File: src/rtl/fetch_pkg.sv
// Shared types for the instruction fetch unit.
// fetch_state_t, fetch_entry_t and fetch constants.
package fetch_pkg;

    typedef enum logic [1:0] {
        FETCH,
        WAIT,
        DRAIN
    } fetch_state_t;

    typedef struct packed {
        logic [31:0] pc;
        logic [31:0] instr;
    } fetch_entry_t;

    localparam logic [31:0] PC_STEP  = 32'd4;
    localparam int          OPCODE_W = 7;

endpackage

File: src/rtl/fetch_fifo.sv
// Instruction buffer between fetch and decode.
// Power-of-two depth FIFO with push, pop and flush.
module fetch_fifo
    import fetch_pkg::*;
#(
    parameter int DEPTH = 2
) (
    input  logic                       clk,
    input  logic                       reset,
    input  logic                       flush_i,
    input  logic                       push_i,
    input  logic                       pop_i,
    input  logic [63:0]                data_i,
    output logic [63:0]                head_o,
    output logic                       empty_o,
    output logic [$clog2(DEPTH):0]     count_o
);

    localparam int PW = $clog2(DEPTH);
    localparam int CW = PW + 1;

    fetch_entry_t    mem_q [DEPTH];
    logic [PW-1:0]   wr_q;
    logic [PW-1:0]   rd_q;
    logic [CW-1:0]   cnt_q;

    always_ff @(posedge clk or posedge reset) begin
        if (reset) begin
            wr_q  <= '0;
            rd_q  <= '0;
            cnt_q <= '0;
            for (int i = 0; i < DEPTH; i++) begin
                mem_q[i] <= '0;
            end
        end else if (flush_i) begin
            wr_q  <= '0;
            rd_q  <= '0;
            cnt_q <= '0;
        end else begin
            if (push_i) begin
                mem_q[wr_q] <= data_i;
                wr_q        <= wr_q + 1'b1;
            end
            if (pop_i) begin
                rd_q <= rd_q + 1'b1;
            end
            cnt_q <= cnt_q + CW'(push_i) - CW'(pop_i);
        end
    end

    assign head_o  = mem_q[rd_q];
    assign empty_o = (cnt_q == '0);
    assign count_o = cnt_q;

endmodule

File: src/rtl/fetch_unit.sv
// Single-outstanding instruction fetch with buffered decode handoff.
// FETCH_MISALIGN_CHK_EN enables sticky misaligned-redirect detection.
module fetch_unit
    import fetch_pkg::*;
#(
    parameter logic [31:0] RESET_PC  = 32'h0000_0000,
    parameter int          BUF_DEPTH = 2
) (
    input  logic                clk,
    input  logic                reset,
    output logic                imem_req,
    output logic [31:0]         imem_addr,
    input  logic                imem_gnt,
    input  logic                imem_rvalid,
    input  logic [31:0]         imem_rdata,
    input  logic                redirect,
    input  logic [31:0]         redirect_pc,
    output logic                instr_valid,
    output logic [31:0]         instr,
    output logic [31:0]         instr_pc,
    output logic [OPCODE_W-1:0] op,
    input  logic                instr_ready,
    output logic                misalign
);

    localparam int CW = $clog2(BUF_DEPTH) + 1;
    localparam logic [CW-1:0] FULL = CW'(BUF_DEPTH);

    fetch_state_t  state_q, state_d;
    logic [31:0]   pc_q, pc_d;
    logic [31:0]   tag_q, tag_d;
    logic          mis_q, mis_d;
    logic [31:0]   tgt;
    logic          mis_bad;
    logic          push, pop, empty;
    logic [CW-1:0] occ;
    fetch_entry_t  push_e, head_e;

`ifdef FETCH_MISALIGN_CHK_EN
    assign tgt     = redirect_pc;
    assign mis_bad = |redirect_pc[1:0];
`else
    assign tgt     = redirect_pc & ~32'h3;
    assign mis_bad = 1'b0;
`endif

    always_ff @(posedge clk or posedge reset) begin
        if (reset) begin
            state_q <= FETCH;
            pc_q    <= RESET_PC;
            tag_q   <= '0;
            mis_q   <= 1'b0;
        end else begin
            state_q <= state_d;
            pc_q    <= pc_d;
            tag_q   <= tag_d;
            mis_q   <= mis_d;
        end
    end

    always_comb begin
        state_d  = state_q;
        pc_d     = pc_q;
        tag_d    = tag_q;
        mis_d    = mis_q;
        imem_req = 1'b0;
        push     = 1'b0;
        if (redirect) begin
            pc_d  = tgt;
            mis_d = mis_bad;
        end
        unique case (state_q)
            FETCH: begin
                imem_req = !reset && (occ < FULL) && !redirect && !mis_q;
                if (imem_req && imem_gnt) begin
                    tag_d   = pc_q;
                    pc_d    = pc_q + PC_STEP;
                    state_d = WAIT;
                end
            end
            WAIT: begin
                // A response colliding with a redirect belongs to the old path.
                if (imem_rvalid) begin
                    push    = !redirect;
                    state_d = FETCH;
                end else if (redirect) begin
                    state_d = DRAIN;
                end
            end
            DRAIN: begin
                if (imem_rvalid) begin
                    state_d = FETCH;
                end
            end
            default: state_d = FETCH;
        endcase
    end

    assign pop    = instr_valid && instr_ready && !redirect;
    assign push_e = '{pc: tag_q, instr: imem_rdata};

    fetch_fifo #(
        .DEPTH(BUF_DEPTH)
    ) u_buf (
        .clk    (clk),
        .reset  (reset),
        .flush_i(redirect),
        .push_i (push),
        .pop_i  (pop),
        .data_i (push_e),
        .head_o (head_e),
        .empty_o(empty),
        .count_o(occ)
    );

    assign imem_addr   = pc_q;
    assign instr_valid = !empty;
    assign instr       = head_e.instr;
    assign instr_pc    = head_e.pc;
    assign op          = head_e.instr[OPCODE_W-1:0];
    assign misalign    = mis_q;

endmodule

File: config.mk
export PLATFORM = sky130hd
export DESIGN_NAME = fetch_unit
export DESIGN_NICKNAME = d
export VERILOG_FILES = /design/src/rtl/fetch_pkg.sv /design/src/rtl/fetch_fifo.sv /design/src/rtl/fetch_unit.sv
export SDC_FILE = /design/constraint.sdc
export NUM_CORES = 1
export LEC_CHECK = 0
export ABC_AREA = 1
export ABC_CLOCK_PERIOD_IN_PS = 17500
export BUFFER_PORTS_ARGS = -buffer_cell sky130_fd_sc_hd__buf_2
export CELL_PAD_IN_SITES_DETAIL_PLACEMENT = 1
export CELL_PAD_IN_SITES_GLOBAL_PLACEMENT = 1
export CORE_UTILIZATION = 40
export DETAILED_ROUTE_END_ITERATION = 8
export GPL_TIMING_DRIVEN = 0
export PLACE_DENSITY_LB_ADDON = 0.3
export SYNTH_ARGS = -nofsm -noshare
export SYNTH_HDL_FRONTEND = slang
export SYNTH_SLANG_ARGS = --single-unit
File: constraint.sdc
create_clock -name clk -period 17.5 [get_ports clk]
set_clock_uncertainty 0.2 [all_clocks]
set_input_delay 0 -clock clk [delete_from_list [all_inputs] [get_ports clk]]
set_output_delay 0 -clock clk [all_outputs]
set_load 0.03 [all_outputs]
==> summary.txt <==
Status
  • Run status: finished clean

CTS
  • CTS tree: done
  • Total CTS buffers: 17
  • Clock sink total: 198
  • Setup Buffers After CTS: 0
  • Quantity of gates resized following cts: 0
  • Clock latency at the later pin of the worst-skew pair: 430 ps
  • Clk root buf: clkbuf_16
  • Cts-stage hold buffer count: 68
  • Deepest clock path buffer count: 2
  • Count of H-tree levels built during CTS: 4
  • Clock transition at the registers of the reported paths: 70 ps

Setup path
  • Worst setup path category: input pin to register
  • Worst endpoint data arrival time: 2890 ps
  • Nature of the critical path endpoint: register
  • CP Data Required Time: 17610 ps
  • Critical path peak fanout: 110
  • Kind of start point of the critical path: input pin

Detailed routing
  • Final wirelength: 28.53 mm
  • Via density per instance: 5.086
  • Iteration-0 DRC Markers: 416
  • Post-DR wirelength/cell: 17.13 um
  • First-pass iteration count of the detailed router: 4
  • DRC violations left: 0
  • Final ANT Viol Nets: 0
  • Via total after detailed routing: 8473

Die
  • Cell row count: 55
  • Chip height: 154.4 um
  • Total Die Area: 23830 sq um
  • Die boundary width: 154.4 um
  • Placeable Area: 22710 sq um
  • Initial Util: 40.90%
  • Number of top-level pins: 176

Pwr
  • Pwr per Cell Area: 136.6 nW/um^2
  • Worst ir drop on vdd: 59.29 uV
  • Leak Pwr: 5.942 nW

Layout
  • Filler cell count: 2761
  • # nets final: 1442
  • Area growth from synthesis to layout: 26.57%
  • Share of final-layout standard cells stronger than drive strength 1: 21.36%
  • Diode count: 0

Global route
  • Antenna violations before repair: 0
  • Global-route wire length before repair: 46.45 mm
  • Via count of the first global-routing pass: 8794
  • Pin count of the biggest net entering global routing: 111
  • All-layer global routing usage: 24.89%
  • Global route total overflow: 0

Flow run
  • Max-Cap Viols: 0

Yosys
  • Mapped cell area: 9288 sq um
  • Post-Syn Nets: 1183
  • Number of flops mapped to enable cells by yosys: 0
  • Average footprint of a synthesized cell: 8.367 sq um
  • Post-synthesis async set-or-reset flop share: 100.0%
  • Warnings from Yosys: 0
  • Synth Register Bits: 198
  • Ys flop type: dfrtp_1
  • Sequential fraction of the synthesis area: 53.35%
  • Cell variety after synth: 35
  • Cell count after synthesis: 1110

STA
  • Pins over their slew limit: 0
  • Total negative setup slack: 0 ps
  • Upper clock frequency limit: 359.4 MHz
  • Final worst path period share: 15.90%
  • Smallest hold slack: 34.97 ps
  • Unrepaired setup endpoints after global routing: no
  • Max_slew headroom: 53.60%
  • Final Hold Viols: 0
  • Endpoints failing setup: 0
  • Actual transition at the worst max-transition pin: 696.0 ps
  • Post-layout min period: 2783 ps

Placed design
  • Port Buf Inserts: 171
  • DPL Wire Length: 19.84 mm
  • Weighted congestion at the end of routability-driven global placement: 0.8945

Worst hold path
  • Hold crit path type: input pin to asynchronous set/reset pin
-- through the flow --
stage / utilization, % / area [sq um] / power, mW / std cells / setup slack, ps
after detailed placement: 46.39 / 10540 / 1.226 / 1567 / 14790
after global routing: 51.76 / 11760 / 1.697 / 1666 / 14470
final: 51.76 / 11760 / 1.606 / 1666 / 14720
after floorplan: - / 9288 / 1.041 / 1110 / 11580
after CTS: 51.76 / 11760 / 1.613 / 1666 / 14650
after global placement: 46.24 / 10500 / 1.203 / 1566 / 9469
-- worst max-delay path: stages --
cell,delay (ps)
dlygate4sd3_1,530
buf_2,150
inv_8,460
buf_16,480
nand3_1,170
nor2_2,200
nand2_1,130
clkbuf_1,350
nor3_1,290
nor2_1,80
-- worst paths after layout --
path                            cells after the start             from               to  slack [ps]
worst max register to register                     10     imem_addr[3]    imem_addr[24]       15410
worst min register to register                      2  u_buf.mem_q[95]  u_buf.mem_q[95]         280
min in group clk                                    3   imem_rdata[25]  u_buf.mem_q[25]         160
max in group asynchronous                           4            reset  u_buf.mem_q[64]       16100
worst min-delay path                                3            reset  u_buf.mem_q[36]          30
worst max-delay path                               10            reset    imem_addr[21]       14720
-- cell families (layout without fill, tap and decap cells) --
group,count (synthesis),after routing,share of synthesized area (%)
adder cells (fa/ha/maj),3,3,0.4042
other,1,1,0.04038
buffers and inverters,172,443,8.069
flip-flops,198,198,53.35
AND/OR/NAND/NOR,488,488,21.07
XOR/XNOR,10,10,0.9431
multiplexers,32,32,3.839
AO/OA/AOI/OAI,206,206,12.29
-- synth_stat cells, drive strengths merged, types with 8 or more instances --
cell | count | share of area, %
nand2 | 302 | 12
xor2 | 8 | 0.75
o211ai | 10 | 0.81
nor2 | 138 | 6.0
inv | 106 | 4.3
clkbuf | 34 | 1.4
nand3 | 31 | 1.7
buf | 32 | 2.4
o21ai | 117 | 6.3
dfrtp | 198 | 53
a21oi | 70 | 4.5
mux2 | 29 | 3.5
nor3 | 8 | 0.43
-- cell usage in the layout, fill, tap and decap left out, types with 10 or more instances in the layout --
master,count
nand3_1,30
clkbuf_1,37
dfrtp_1,198
o21ai_0,110
dlygate4sd3_1,68
a21oi_1,52
nand2_1,300
inv_1,104
o211ai_1,10
buf_2,185
a21oi_2,18
buf_4,13
nor2_1,129
clkbuf_16,17
mux2_2,29
-- state kept, by name (all words and copies together), names as in the netlist --
| name | cells |
|---|---|
| state_q | 2 |
| u_buf.mem_q | 128 |
| u_buf.wr_q | 1 |
| u_buf.count_o | 2 |
| imem_addr | 32 |
| u_buf.rd_q | 1 |
| tag_q | 32 |
-- power by group --
| group | internal (mW) | switching, mW |
|---|---|---|
| clock | 0.196 | 0.177 |
| sequential | 0.580 | 0.0666 |
| combinational | 0.179 | 0.407 |
| total | 0.955 | 0.650 |
-- layer usage --
layer / global-route usage (%) / vias to the layer above / wire length, um
met5: 0 / - / 0
li1: - / 4025 / -
met4: 5.705 / 0 / 400
met2: 43.79 / 219 / 14080
met1: 32.12 / 4196 / 12860
met3: 4.119 / 33 / 1192
-- area by class of cell --
cell class / instances / area [sq um] / share of cell area [%]
Timing Repair Buffer: 240 / 1564 / 13.30
Multi-Input combinational cell: 740 / 3583 / 30.48
Inverter: 106 / 405.4 / 3.449
Tap cell: 285 / 356.6 / 3.034
Clock inverter: 11 / 102.6 / 0.8728
Buffer: 66 / 351.6 / 2.991
Sequential cell: 198 / 4955 / 42.15
Clock buffer: 20 / 436.7 / 3.715
(Power assumes the default switching activity.)
